### src/rtl/riscv_store_ctrl.sv
`default_nettype none
// ============================================================================
// Module   : riscv_store_ctrl
// Brief    : Masks, lane-aligns and strobes EX/MEM store data onto the data
//            memory write bus, splitting word-crossing stores into two beats.
// Revision : 1.0  initial release
// ============================================================================
module riscv_store_ctrl #(
    parameter int WORD_LENGTH = 32,
    parameter bit SPLIT_EN    = 1'b1
) (
    input  logic                   clk,
    input  logic                   rst,
    input  logic                   req_valid,
    output logic                   req_ready,
    input  logic [WORD_LENGTH-1:0] req_addr,
    input  logic [WORD_LENGTH-1:0] req_data,
    input  logic [1:0]             req_mask_sel,
    output logic                   mem_valid,
    input  logic                   mem_ready,
    output logic [WORD_LENGTH-1:0] mem_addr,
    output logic [WORD_LENGTH-1:0] mem_wdata,
    output logic [3:0]             mem_wstrb,
    output logic                   done,
    output logic                   misalign_err,
    output logic                   stall
);

    localparam logic [1:0] MASK_B = 2'b00;
    localparam logic [1:0] MASK_H = 2'b01;
    localparam logic [1:0] MASK_X = 2'b10;
    localparam logic [WORD_LENGTH-1:0] C_WORD_BYTES = WORD_LENGTH'(4);

    typedef enum logic [1:0] {
        IDLE  = 2'd0,
        BEAT0 = 2'd1,
        BEAT1 = 2'd2,
        ERR   = 2'd3
    } state_t;

    state_t                   r_state;
    logic                     r_mem_valid;
    logic [WORD_LENGTH-1:0]   r_mem_addr;
    logic [WORD_LENGTH-1:0]   r_mem_wdata;
    logic [3:0]               r_mem_wstrb;
    logic                     r_done;
    logic                     r_misalign_err;
    logic                     r_split;
    logic [WORD_LENGTH-1:0]   r_b1_data;
    logic [3:0]               r_b1_strb;

    logic                     w_sel_bad;
    logic [WORD_LENGTH-1:0]   w_masked;
    logic [3:0]               w_bytes_mask;
    logic [2*WORD_LENGTH-1:0] w_shifted;
    logic [7:0]               w_strobe;
    logic                     w_split;

    always_comb begin
        w_sel_bad    = 1'b0;
        w_masked     = req_data;
        w_bytes_mask = 4'b1111;
        case (req_mask_sel)
            MASK_B: begin
                w_masked     = {{(WORD_LENGTH-8){1'b0}}, req_data[7:0]};
                w_bytes_mask = 4'b0001;
            end
            MASK_H: begin
                w_masked     = {{(WORD_LENGTH-16){1'b0}}, req_data[15:0]};
                w_bytes_mask = 4'b0011;
            end
            MASK_X: begin
                w_masked     = req_data;
                w_bytes_mask = 4'b1111;
            end
            default: w_sel_bad = 1'b1;
        endcase
    end

    // Shift into a two-word window; the upper word is the spill-over beat.
    assign w_shifted = {{WORD_LENGTH{1'b0}}, w_masked} << {req_addr[1:0], 3'b000};
    assign w_strobe  = {4'b0000, w_bytes_mask} << req_addr[1:0];
    assign w_split   = |w_strobe[7:4];

    always_ff @(posedge clk or posedge rst) begin
        if (rst) begin
            r_state        <= IDLE;
            r_mem_valid    <= 1'b0;
            r_mem_addr     <= '0;
            r_mem_wdata    <= '0;
            r_mem_wstrb    <= 4'b0000;
            r_done         <= 1'b0;
            r_misalign_err <= 1'b0;
            r_split        <= 1'b0;
            r_b1_data      <= '0;
            r_b1_strb      <= 4'b0000;
        end else begin
            r_done         <= 1'b0;
            r_misalign_err <= 1'b0;
            case (r_state)
                IDLE: begin
                    if (req_valid) begin
                        if (w_sel_bad || (w_split && !SPLIT_EN)) begin
                            r_state <= ERR;
                        end else begin
                            r_state     <= BEAT0;
                            r_mem_valid <= 1'b1;
                            r_mem_addr  <= {req_addr[WORD_LENGTH-1:2], 2'b00};
                            r_mem_wdata <= w_shifted[WORD_LENGTH-1:0];
                            r_mem_wstrb <= w_strobe[3:0];
                            r_split     <= w_split;
                            r_b1_data   <= w_shifted[2*WORD_LENGTH-1:WORD_LENGTH];
                            r_b1_strb   <= w_strobe[7:4];
                        end
                    end
                end
                BEAT0: begin
                    if (mem_ready) begin
                        if (r_split) begin
                            r_state     <= BEAT1;
                            r_mem_addr  <= r_mem_addr + C_WORD_BYTES;
                            r_mem_wdata <= r_b1_data;
                            r_mem_wstrb <= r_b1_strb;
                        end else begin
                            r_state     <= IDLE;
                            r_mem_valid <= 1'b0;
                            r_done      <= 1'b1;
                        end
                    end
                end
                BEAT1: begin
                    if (mem_ready) begin
                        r_state     <= IDLE;
                        r_mem_valid <= 1'b0;
                        r_done      <= 1'b1;
                    end
                end
                ERR: begin
                    r_state        <= IDLE;
                    r_done         <= 1'b1;
                    r_misalign_err <= 1'b1;
                end
                default: r_state <= IDLE;
            endcase
        end
    end

    assign req_ready    = (r_state == IDLE);
    assign stall        = (r_state != IDLE);
    assign mem_valid    = r_mem_valid;
    assign mem_addr     = r_mem_addr;
    assign mem_wdata    = r_mem_wdata;
    assign mem_wstrb    = r_mem_wstrb;
    assign done         = r_done;
    assign misalign_err = r_misalign_err;

endmodule
`default_nettype wire

### config.mk
export PLATFORM = sky130hd
export DESIGN_NAME = riscv_store_ctrl
export DESIGN_NICKNAME = d
export VERILOG_FILES = /design/src/rtl/riscv_store_ctrl.sv
export SDC_FILE = /design/constraint.sdc
export NUM_CORES = 1
export LEC_CHECK = 0
export ABC_CLOCK_PERIOD_IN_PS = 2550
export BUFFER_PORTS_ARGS = -buffer_cell sky130_fd_sc_hd__buf_2
export CORE_MARGIN = 10
export CORE_UTILIZATION = 35
export CTS_CLUSTER_SIZE = 25
export DETAILED_ROUTE_END_ITERATION = 10
export GPL_ROUTABILITY_DRIVEN = 0
export PLACE_DENSITY = 0.68
export RECOVER_POWER = 100
export SETUP_SLACK_MARGIN = 0.05
export SLEW_MARGIN = 30
export SYNTH_ARGS = -nofsm -noshare
export SYNTH_HDL_FRONTEND = slang
export SYNTH_SLANG_ARGS = --single-unit
### constraint.sdc
create_clock -name clk -period 2.55 [get_ports clk]
set_clock_uncertainty 0.15 [all_clocks]
set_input_delay 0 -clock clk [delete_from_list [all_inputs] [get_ports clk]]
set_output_delay 0 -clock clk [all_outputs]
set_load 0.05 [all_outputs]
# Word level (Yosys, flattened, before mapping)
# Index checks and enable logic that the tools add are counted.
classes:
  muxes: 34
  eq_ne: 11
  add_sub_neg: 1
  reduce_logical: 11
  shifts: 2
ops:
  columns: ["op", "n"]
  rows:
  - ["$mux W32", 8]
  - ["$pmux W32 S2", 3]
  - ["$shl A32 B5 Y64", 1]
  - ["$add A32 B3 Y32 const B", 1]
  - ["$mux W4", 4]
  - ["$pmux W4 S2", 2]
  - ["$ne A2 B2 Y1 const B", 6]
  - ["$mux W2", 5]
  - ["$mux W1", 9]
  - ["$pmux W2 S4", 1]
  - ["$shl A4 B2 Y8", 1]
  - ["$eq A2 B2 Y1 const B", 3]
  - ["$pmux W1 S3", 2]
  - ["$reduce_and A3 Y1", 2]
  - ["$reduce_and A6 Y1", 1]
  - ["$reduce_and A5 Y1", 1]
  - ["$eq A2 B1 Y1 const B", 2]
  - ["$logic_not A2 Y1", 2]
  - ["$reduce_bool A2 Y1", 2]
  - ["$reduce_or A4 Y1", 1]
  - ["$reduce_bool A3 Y1", 1]
  - ["$reduce_or A3 Y1", 1]
totals:
  output_inout_bits: 73
  register_bits: 110
  input_bits: 70
  word_cells: 69

# Longest topological paths before layout
logic_depth:
  ltp_word: 6
  depth_mapped: 10
  depth_no_buf: 7

# Worst setup path after synthesis
# No wires, ideal clock.
synth_path:
  kind: "register -> register"
  startpoint: "register r_state[0]"
  endpoint: "register r_mem_wdata[25] (netlist: mem_wdata[25])"
  setup_slack_ps: -338
  t_required_ps: 2305
  setup_ps: 95
  path_stages_with_launch: 11
  arrival_ps: 2642
  path_buffers: 3
  period_less_slack_ps: 2888
  path_cell_list: "dfrtp_1 -> inv_1 -> ha_1 -> inv_1 -> nand2_1 -> a21o_1 -> clkbuf_8 -> clkbuf_1 -> buf_1 -> nand2_1 -> o31ai_1"
synth_between:
  elab_chain_len: 3
  elab_cells_between_ends: 9
synth_rtl:
  columns: ["item", "line_no", "source"]
  rows:
  - ["from (decl)", "41", "state_t r_state;"]
  - ["from (signal assigned)", "87", "r_state <= IDLE;"]
  - ["from (signal assigned)", "104", "r_state <= ERR;"]
  - ["from (signal assigned)", "106", "r_state <= BEAT0;"]
  - ["$logic_not A2 Y1 (*)", null, null]
  - ["via req_ready", "15", "output logic req_ready,"]
  - ["$ne A2 B2 Y1 (no line) / $reduce_bool A2 Y1 (equally long branches)", null, null]
  - ["$reduce_and A5 Y1 (no line)", null, null]
  - ["to (signal assigned)", "109", "r_mem_wdata <= w_shifted[WORD_LENGTH-1:0];"]
  - ["to (signal assigned)", "122", "r_mem_wdata <= r_b1_data;"]
  - ["to (decl)", "44", "logic [WORD_LENGTH-1:0] r_mem_wdata;"]
# The timed path passes the listed nets; every way through them passes the cells marked *.
# A chain may end at the register's enable or synchronous reset.

# Final worst setup path
layout_path:
  startpoint: "input port req_mask_sel[1]"
  endpoint: "register r_b1_data[5]"
layout_between:
  elab_chain_len: 3
  elab_cells_between_ends: 7
layout_rtl:
  columns: ["item", "line_no", "source"]
  rows:
  - ["from (decl)", "18", "input logic [1:0] req_mask_sel,"]
  - ["$eq A2 B1 Y1, or another cell as far along", "63", "case (req_mask_sel)"]
  - ["$pmux W32 S2 / $reduce_or A3 Y1 (equally long branches)", null, null]
  - ["$shl A32 B5 Y64 / $reduce_and A3 Y1 (equally long branches)", null, null]
  - ["to (signal assigned)", "112", "r_b1_data <= w_shifted[2*WORD_LENGTH-1:WORD_LENGTH];"]
  - ["to (decl)", "49", "logic [WORD_LENGTH-1:0] r_b1_data;"]
# Several ways; a longest one is shown, not always the timed one.

==> run_results.csv <==
group,metric,value,unit
critical_path,worstSetupEndpointType,"flop",
detailed_routing,met1_length,8030,um
detailed_routing,viasPerCell,5.67,
global_route,grt-ovfl-total,0,
pwr,power_leakage,3.07,nW
critical_path,critPathKind,"input pin to flop",
sta,final-setup-viol-count,0,
critical_path,critical_path.most_common_cell,"dlygate4sd3_1",
logic_synthesis,synth-main-ff-cell,"dfrtp_1",
critical_path,reg2reg_depth,6,
floorplanning,die_area,20800,um^2
detailed_routing,met2WireLength,9220,um
floorplanning,fp.coreArea,15100,um^2
global_route,grt_max_degree,61,
sta,relSlewSlack,-0.0636,
clock_tree,cts-root-buf,"clkbuf_16",
clock_tree,cts_sinks,99,
critical_path,reg2reg_to,"r_b1_data[14]$_DFFE_PP0P_",
critical_path,reg2reg_slack,160,ps
finish,fin_util,0.474,
finish,layout-drive-gt1-share,0.163,
critical_path,r2r-start,"r_state[0]$_DFFE_PP0P_",
sta,fin_crit_sh,0.947,
logic_synthesis,syn_area,5390,um^2
logic_synthesis,synthMostInstantiatedCell,"dfrtp_1",
logic_synthesis,synth_edf_count,0,
critical_path,critPathMaxStageDelay,560,ps
clock_tree,cts_setup_buffers,0,
finish,fillers,1491,
detailed_routing,routed_wl,19400,um
floorplanning,start_util,0.356,
logic_synthesis,yosysSeqAreaShare,0.459,
logic_synthesis,synth_top_area_frac,0.459,
run_status,status,"finished with violations",
global_route,antenna_found_initial,0,
hold_path,whs_path_depth,4,
floorplanning,die_h,144,um
global_route,grt_pass1_vias,5467,
pwr,p_per_area,1380,nW/um^2
finish,nets,875,
logic_synthesis,netlist_instances,614,
logic_synthesis,synth_area_leaders,"dfrtp_1 46%, o21ai_0 5.8%, nand2_1 5.6%, a221oi_1 4.4%, nor2_1 4.4%",
logic_synthesis,yosysWarningCount,0,
critical_path,path_buf_inv,3,
run_status,violations,"max-capacitance violations, max-slew violations",
sta,worst_pin_slew,1590,ps
flow_run,drv_cap,1,
finish,diodes,0,
placement,io_buffers,140,
detailed_routing,routedWlPerCell,19.6,um
finish,final_area,7190,um^2
clock_tree,tritoncts,"built",
sta,period_needed,2420,ps
logic_synthesis,avgSynthCellArea,8.78,um^2
detailed_routing,met3WireLength,1950,um
clock_tree,hold_buffers,64,
critical_path,critPathLaunch,"req_mask_sel[1]",
logic_synthesis,synth_top_cell_by_area,"dfrtp_1",
critical_path,cp_slowest_cell,"dlygate4sd3_1",
floorplanning,boundaryPins,143,
sta,hold_viol,0,
finish,syn_to_final_growth,33.2,%
critical_path,crit_chain,"dlygate4sd3_1, buf_2, or2_1, a32o_1, dlygate4sd3_1, a221oi_1, nor2_1",
sta,hold-worst-slack,10.4,ps
sta,rsz0062_at_grt,"no",
clock_tree,cts.clk_slew.worst_paths,70,ps
critical_path,critical_path.max_fanout,13,
detailed_routing,drtIter0Drc,453,
hold_path,hold_class,"input pin to flop",
placement,dpl_cell_area,6380,um^2
detailed_routing,drcViolationCount,0,
floorplanning,die_width,144,um
global_route,grt_pass1_wl,30600,um
logic_synthesis,synth_common_cells,"99 x dfrtp_1, 80 x nand2_1, 63 x nor2_1, 63 x o21ai_0, 47 x a21oi_1",
floorplanning,rows,45,
logic_synthesis,yosysUniqueCellTypes,55,
global_route,grtUsageTotal,0.186,
detailed_routing,drt_pre_antenna_iters,7,
detailed_routing,num_vias,5630,
clock_tree,numCtsBuffers,9,
critical_path,critPathLaunchType,"input pin",
clock_tree,clockBufferDepth,2,
sta,fmax,0.414,GHz
clock_tree,cts_resized,0,
logic_synthesis,synth.ff_latch_count,99,
placement,dp_hpwl,14000,um
critical_path,path_delay_family,"buffers and inverters",
critical_path,crit_cells,7,
critical_path,required,2640,ps
clock_tree,clock_latency,350,ps
logic_synthesis,async_flop_share,1.00,
pwr,ir_drop,687,uV
critical_path,endpoint,"r_b1_data[5]$_DFFE_PP0P_",
detailed_routing,top_layer,"met4",
sta,drv_slew,34,
clock_tree,htree_levels,3,
sta,setup-tns-final,0,ps
critical_path,cp_data_arrival_time,2500,ps
detailed_routing,ant_nets,0,
==> how the worst min path moves through the flow <==
stage                       from                        to
global route        req_addr[29]  mem_addr[29]$_DFFE_PP0P_
CTS                 req_addr[29]  mem_addr[29]$_DFFE_PP0P_
finish              req_addr[29]  mem_addr[29]$_DFFE_PP0P_
floorplan           req_addr[26]  mem_addr[26]$_DFFE_PP0P_
detailed placement           rst  mem_wstrb[1]$_DFFE_PP0P_
global placement             rst  mem_wstrb[1]$_DFFE_PP0P_
==> metal layers <==
layer,global-route usage,vias to the layer above
met5,0,-
li1,-,2630
met1,0.239,2703
met3,0.0564,21
met4,0.0403,0
met2,0.302,276
==> metrics by stage <==
| step | instances | power [mW] | worst slack, ps |
|---|---|---|---|
| floorplan | 615 | 6.96 | 55.4 |
| global placement | 913 | 8.51 | 258 |
| detailed placement | 913 | 8.58 | 256 |
| CTS | 993 | 10.1 | 199 |
| global route | 993 | 10.5 | 52.2 |
| finish | 993 | 9.88 | 135 |
==> cells in the final DEF, fill, tap and decap left out, types with 4 or more instances in the layout <==
cell type      instances
mux2_2                 8
clkbuf_16              9
and3_1                 7
nand4_1               11
a21o_1                 4
nand3_1               20
nor2_1                63
a221oi_1              27
dfrtp_1               96
o22ai_1               14
clkbuf_1              74
and3_2                 4
or3_1                  5
a32o_1                 7
a21oi_1               46
o31ai_1                5
a22o_1                12
buf_4                 14
a2bb2oi_1              8
a31oi_1                4
o21ai_0               63
a211oi_1               5
buf_2                 68
nand2_1               80
nor3_1                 7
inv_1                  9
dlygate4sd3_1         64
mux2i_1                7
==> flip-flops by register name (all words and copies together), names as in the netlist <==
signal        count
done              1
mem_wstrb         4
r_b1_data        24
misalign_err      1
r_state           2
mem_addr         30
r_b1_strb         3
r_split           1
mem_wdata        32
mem_valid         1
==> worst reg2reg max path, cell delays in order, from the launching register on <==
cell and delay, ps:
dfrtp_1 440, inv_1 150, ha_4 220, and3_1 230, clkbuf_1 570, nand2_1 310
o21ai_0 250
==> where the power goes <==
group          internal, mW  switching [mW]
Clock                 0.812           0.669
Combinational          1.48            4.03
Sequential             2.27           0.621
Total                  4.56            5.32
==> kinds of logic after synthesis <==
logic type               count (synthesis)  share of synthesized area
AO/OA/AOI/OAI                          217                      0.265
AND/OR/NAND/NOR                        213                      0.180
flip-flops                              99                      0.459
buffers and inverters                   64                     0.0534
multiplexers                            15                     0.0297
adder cells (fa/ha/maj)                  5                     0.0116
other                                    1                   0.000695
==> layout make-up <==
type / count / area [um^2] / area share
inverters: 11 / 46.3 / 0.00644
flip-flops and latches: 99 / 2480 / 0.345
clock buffers: 10 / 239 / 0.0333
multi-input cells: 452 / 2670 / 0.371
repair buffers: 227 / 1440 / 0.200
well taps: 188 / 235 / 0.0327
clock inverters: 6 / 78.8 / 0.0110
Power figures use the tool's default switching activity.
